`config.mk`:
```
export PLATFORM = sky130hd
export DESIGN_NAME = reg_dump_tx
export DESIGN_NICKNAME = d
export VERILOG_FILES = /design/src/rtl/reg_dump_tx.sv
export SDC_FILE = /design/constraint.sdc
export NUM_CORES = 2
export LEC_CHECK = 0
export CAP_MARGIN = 30
export CORE_AREA = 2 2 400 402
export CTS_CLUSTER_DIAMETER = 200
export DETAILED_ROUTE_END_ITERATION = 8
export DIE_AREA = 0 0 402 404
export PLACE_DENSITY_LB_ADDON = 0.1
export SYNTH_ARGS = -nofsm -noshare
export SYNTH_HDL_FRONTEND = slang
export SYNTH_SLANG_ARGS = --single-unit
```
`constraint.sdc`:
```
create_clock -name clk -period 87.8 [get_ports clk]
set_clock_uncertainty 0.2 [all_clocks]
set_input_delay 13.17 -clock clk [delete_from_list [all_inputs] [get_ports clk]]
set_output_delay 13.17 -clock clk [all_outputs]
set_load 0.03 [all_outputs]
```
`src/rtl/reg_dump_tx.sv`:
```
// reg_dump_tx
//
// Captures a snapshot of the flattened register-file bus on request and
// streams it out one byte at a time over a valid/ready interface feeding the
// debug UART transmitter. Register 0 goes first, and each register is sent
// most-significant byte first.
//
// Optional feature (compile-time macro REG_DUMP_CHECKSUM_EN):
//   When defined, an 8-bit XOR of every data byte is appended as one extra
//   byte after the last data byte. When undefined, no checksum logic exists.
//
// Parameters:
//   N_REGS       number of registers in the snapshot
//   DATA_W       register width in bits (multiple of 8)
//
// Ports:
//   clk          system clock, rising edge
//   i_reset      asynchronous active-high reset; aborts a dump in progress
//   i_start      dump request, only looked at while idle
//   i_registers  flattened register bus; register i at [DATA_W*i +: DATA_W]
//   o_tx_data    byte being offered to the transmitter
//   o_tx_valid   o_tx_data holds a valid byte
//   i_tx_ready   transmitter takes the byte on this edge when o_tx_valid=1
//   o_busy       dump in progress (SEND and DONE)
//   o_done       one-cycle pulse after the final byte is accepted
module reg_dump_tx #(
  parameter int N_REGS = 32,
  parameter int DATA_W = 32
) (
  input  logic                     clk,
  input  logic                     i_reset,
  input  logic                     i_start,
  input  logic [N_REGS*DATA_W-1:0] i_registers,
  output logic [7:0]               o_tx_data,
  output logic                     o_tx_valid,
  input  logic                     i_tx_ready,
  output logic                     o_busy,
  output logic                     o_done
);

  localparam int BPR    = DATA_W / 8;
  localparam int NBYTES = N_REGS * BPR;
  localparam int IDX_W  = $clog2(NBYTES + 1);

`ifdef REG_DUMP_CHECKSUM_EN
  // The checksum occupies one extra slot after the data bytes.
  localparam logic [IDX_W-1:0] CSUM_IDX = IDX_W'(NBYTES);
  localparam logic [IDX_W-1:0] LAST_IDX = IDX_W'(NBYTES);
`else
  localparam logic [IDX_W-1:0] LAST_IDX = IDX_W'(NBYTES - 1);
`endif

  typedef enum logic [1:0] {IDLE, SEND, DONE} state_t;

  state_t                     state_reg, state_next;
  logic [IDX_W-1:0]           idx_reg, idx_next;
  logic [N_REGS*DATA_W-1:0]   shadow_reg;
  logic [7:0]                 tx_data_reg, tx_data_next;
  logic                       tx_valid_reg, tx_valid_next;
  logic                       busy_reg, busy_next;
  logic                       done_reg, done_next;
  logic                       capture;
  logic                       accept;
`ifdef REG_DUMP_CHECKSUM_EN
  logic [7:0]                 acc_reg, acc_next;
`endif

  // Stream byte k: register k/BPR, byte (BPR-1 - k%BPR) counting the LSB as 0.
  function automatic logic [7:0] byte_at(input logic [N_REGS*DATA_W-1:0] snap,
                                         input logic [IDX_W-1:0] k);
    int reg_i;
    int byte_i;
    reg_i  = int'(k) / BPR;
    byte_i = BPR - 1 - (int'(k) % BPR);
    return snap[DATA_W*reg_i + 8*byte_i +: 8];
  endfunction

  assign capture = (state_reg == IDLE) && i_start;
  assign accept  = (state_reg == SEND) && i_tx_ready;

  // State and datapath registers.
  always_ff @(posedge clk or posedge i_reset) begin
    if (i_reset) begin
      state_reg    <= IDLE;
      idx_reg      <= '0;
      shadow_reg   <= '0;
      tx_data_reg  <= 8'h00;
      tx_valid_reg <= 1'b0;
      busy_reg     <= 1'b0;
      done_reg     <= 1'b0;
`ifdef REG_DUMP_CHECKSUM_EN
      acc_reg      <= 8'h00;
`endif
    end else begin
      state_reg    <= state_next;
      idx_reg      <= idx_next;
      if (capture) begin
        shadow_reg <= i_registers;
      end
      tx_data_reg  <= tx_data_next;
      tx_valid_reg <= tx_valid_next;
      busy_reg     <= busy_next;
      done_reg     <= done_next;
`ifdef REG_DUMP_CHECKSUM_EN
      acc_reg      <= acc_next;
`endif
    end
  end

  // Next-state and byte index.
  always_comb begin
    state_next = state_reg;
    idx_next   = idx_reg;
    case (state_reg)
      IDLE: begin
        if (i_start) begin
          state_next = SEND;
          idx_next   = '0;
        end
      end
      SEND: begin
        if (i_tx_ready) begin
          if (idx_reg == LAST_IDX) begin
            state_next = DONE;
          end else begin
            idx_next = idx_reg + IDX_W'(1);
          end
        end
      end
      DONE: begin
        state_next = IDLE;
      end
      default: begin
        state_next = IDLE;
      end
    endcase
  end

`ifdef REG_DUMP_CHECKSUM_EN
  // While SEND is active, tx_data_reg is exactly the byte being offered, so
  // folding it in on acceptance accumulates every transmitted data byte.
  always_comb begin
    acc_next = acc_reg;
    if (capture) begin
      acc_next = 8'h00;
    end else if (accept && (idx_reg != CSUM_IDX)) begin
      acc_next = acc_reg ^ tx_data_reg;
    end
  end
`endif

  // Registered outputs are computed from the upcoming state, so the first
  // byte is visible the cycle after the start edge.
  always_comb begin
    busy_next     = (state_next != IDLE);
    tx_valid_next = (state_next == SEND);
    done_next     = (state_next == DONE);
    tx_data_next  = 8'h00;
    if (state_next == SEND) begin
      if (capture) begin
        // Shadow is loaded on this same edge; take byte 0 from the live bus.
        tx_data_next = byte_at(i_registers, '0);
`ifdef REG_DUMP_CHECKSUM_EN
      end else if (idx_next == CSUM_IDX) begin
        tx_data_next = acc_next;
`endif
      end else begin
        tx_data_next = byte_at(shadow_reg, idx_next);
      end
    end
  end

  assign o_tx_data  = tx_data_reg;
  assign o_tx_valid = tx_valid_reg;
  assign o_busy     = busy_reg;
  assign o_done     = done_reg;

endmodule

```
==> summary.md <==
| Metric | Value |
|---|---|
| Reg clk slew, reported paths | `roughly 60 ps` |
| Nets | `7,636` |
| Register bit total from synthesis | `roughly 1,000` |
| Yosys top cell area share | `between 50% and 60%` |
| Syn_area_per_cell | `~8.4 µm²` |
| Sequential fraction of the synthesis area | `a little over half` |
| Slew headroom | `22.01%` |
| Clock net sink count | `1,045` |
| Detailed placement HPWL | `167.0 mm` |
| Yosys Warn Count | `0` |
| Overflow after GRT | `0` |
| Max Cap Viol | `0` |
| Dominant synthesized flop cell | `dfrtp_1` |
| WHS Path Cells | `2` |
| Clk buf depth | `3` |
| Ys async rst share | `100.0%` |
| Sum of negative setup slack | `0 ps` |
| TritonCTS buffer count | `~120` |
| Critical Path Fanout Max | `roughly 70` |
| Setup-failing EPs final | `0` |
| Non-Filler Instances | `slightly below 9,000` |
| Leakage power | `around 31 nW` |
| DRT Pass-1 Iters | `6` |
| Fmax | `~53 MHz` |
| DR WL/cell | `approximately 26 µm` |
| Peak supply drop | `about 22 µV` |
| Initial antenna violation count | `74` |
| Via density | `4.955` |
| Cell count of the worst reg-to-reg path | `16` |
| Post-Synthesis Cells | `5,734` |
| Setup CP Type | `primary input to register` |
| Share of cells above drive strength 1 | `around 5.3%` |
| Setup slack, reg-to-reg | `roughly 81,000 ps` |
| Placeable core region | `~160,000 µm²` |
| Initial core utilization | `30.34%` |
| Worst hold-check path type | `register to register` |
| Syn Nets | `6,763` |
| Max-slew violation count | `0` |
| Most frequent cells in the layout | `nand2_1 (3,450), dfrtp_1 (1,045), clkdlybuf4s50_1 (1,038)` |
| Cell variety after synth | `between 60 and 70` |
| I/O Pins | `1,039` |
| Pwr Density | `slightly above 30 nW/µm²` |
| Fin crit period | `18,880 ps` |
| Synth-to-layout area growth | `34.35%` |
| Worst hold start | `shadow_reg[525]$_DFFE_PP0P_` |
| Final Hold Fails | `0` |
| Vias in the first global route | `about 44,000` |
| Worst r2r src | `idx_reg[0]$_DFF_PP0_` |
| Total global-route track usage | `27.06%` |
| EDFF count, synth | `0` |
| Hold-fix buffers, CTS | `0` |
| Commonest non-fill, non-tap cell in the layout | `nand2_1` |
| Die H | `roughly 400 µm` |
| Post-synth top area cell | `dfrtp_1` |
| Row count | `146` |
| Startpoint types | `primary input` |
| CTS H-tree depth | `3` |
| Post-CTS sizing | `0` |
| Die Wd | `~400 µm` |
| Vias after detailed routing | `43,580` |
| Clk Latency, worst-skew pair | `just under 800 ps` |
| Synth top area cells | `dfrtp_1 (55%), nand2_1 (27%), mux2i_1 (4.6%)` |
| Worst-margin pin slew | `1159 ps` |
| Die area | `about 160,000 µm²` |
| Routed WL | `224.5 mm` |
| Req. time, crit path | `about 88,000 ps` |
| Max reg flops | `a little over 1,000` |
| Initial DRC count | `slightly above 4,000` |
| First-pass GRT wire length | `318.4 mm` |
| Postcts setup bufs | `0` |
| Post-Place Setup Slack | `about 68,000 ps` |
| R2R Path End | `o_tx_data[6]$_DFF_PP0_` |
| WP data arrival | `between 15,000 and 20,000 ps` |
| Port bufs | `1,038` |
| Largest net degree at the start of global routing | `about 210` |
| Post-synthesis cell area | `between 40,000 and 50,000 µm²` |
| Remaining DRCs | `0` |
| RSZ-0062 raised after global routing | `false` |
| CTS tree | `yes` |
| Fin crit share | `21.50%` |
| Hold Path Sink | `shadow_reg[525]$_DFFE_PP0P_` |
| Status | `finished clean` |
| Endpoint type of the worst setup path | `register` |
| Final worst slack | `approximately 70,000 ps` |
| Placed Cells | `8,550` |
| Clock tree root buffer cell | `clkbuf_16` |
| Total Power | `around 1.9 mW` |
| GP Congestion | `about 0.88` |
| Final ANT Viol Nets | `0` |
[synthesized netlist by cell type, types with 5 or more instances]
| cell type | number |
|---|---|
| nand2_1 | 3450 |
| a22oi_1 | 5 |
| nor3_1 | 21 |
| a22o_1 | 8 |
| and3_1 | 6 |
| buf_6 | 20 |
| clkbuf_1 | 259 |
| nor4_1 | 41 |
| mux2i_1 | 221 |
| o21bai_1 | 14 |
| mux4_2 | 56 |
| a2111oi_0 | 8 |
| a31oi_1 | 12 |
| a311oi_1 | 6 |
| nand3_1 | 38 |
| inv_1 | 6 |
| dfrtp_1 | 1045 |
| o21ai_0 | 34 |
| nor2_1 | 13 |
| buf_1 | 18 |
| buf_4 | 18 |
| a211oi_1 | 5 |
| or4_1 | 22 |
| a21oi_1 | 184 |
| buf_2 | 50 |
| o22ai_1 | 96 |
[final cells by class]
class | instances | area, µm²
Fill cell | 16170 | 93500
Sequential cell | 1045 | 26150
Multi-Input combinational cell | 4314 | 20150
Timing Repair Buffer | 1117 | 11270
Inverter | 10 | 62.56
Clock buffer | 178 | 3510
Antenna cell | 20 | 50.05
Tap cell | 2072 | 2592
Clock inverter | 39 | 546.8
[where the power goes]
| group | total, mW | internal, mW | switching [mW] | leakage (nW) |
|---|---|---|---|---|
| sequential | 0.746 | 0.640 | 0.107 | 13.0 |
| combinational | 0.677 | 0.257 | 0.420 | 16.4 |
| clock | 0.522 | 0.301 | 0.222 | 2.00 |
| total | 1.95 | 1.20 | 0.748 | 31.4 |
[layer usage]
layer,vias to the layer above,wire length [µm],track usage [%]
met4,76,7767,8.772
li1,20070,-,-
met2,1648,105500,43.99
met3,344,17630,7.149
met5,-,504,0
met1,21440,93140,35.01
[per-stage QoR]
stage          utilization [%]  hold slack, ps  instance area (µm²)
6_report                 40.76           270.1                64330
5_1_grt                  40.75           280.6                64310
4_1_cts                  40.60           272.4                64090
3_5_place_dp             38.03           257.3                60030
3_3_place_gp             37.94           253.6                59880
2_1_floorplan                -           240.1                47890
[logic make-up after synthesis]
group	after synthesis	share of synthesized area, %
muxes	283	7.426
AOI/OAI and AO/OA	412	5.244
adders and majority gates	1	0.02612
xor gates and xnor gates	1	0.01829
and+or+nand+nor	3617	29.15
buffers and inverters	375	3.530
DFF	1045	54.61
[worst max-delay path by stage]
| stage | from | to | slack [ps] | depth (start not counted) |
|---|---|---|---|---|
| 6_report | i_tx_ready | o_tx_data[6]$_DFF_PP0_ | 68920 | 15 |
| 5_1_grt | i_tx_ready | o_tx_data[6]$_DFF_PP0_ | 68640 | 15 |
| 4_1_cts | i_tx_ready | o_tx_data[6]$_DFF_PP0_ | 68590 | 15 |
| 3_5_place_dp | i_tx_ready | o_tx_data[6]$_DFF_PP0_ | 67830 | 15 |
| 3_3_place_gp | i_tx_ready | o_tx_data[6]$_DFF_PP0_ | 67930 | 15 |
| 2_1_floorplan | i_reset | idx_reg[0]$_DFF_PP0_ | 45020 | 1 |
[critical path: stages]
cell,delay (ps)
clkdlybuf4s50_1,520
and3b_1,250
a21bo_1,640
mux2i_4,360
buf_12,390
clkinv_2,490
buf_4,430
nand3_4,300
buf_4,460
buf_4,440
a21oi_1,70
nor4_1,300
a31oi_1,300
o41ai_1,800
o211ai_1,160
(Power assumes the default switching activity.)
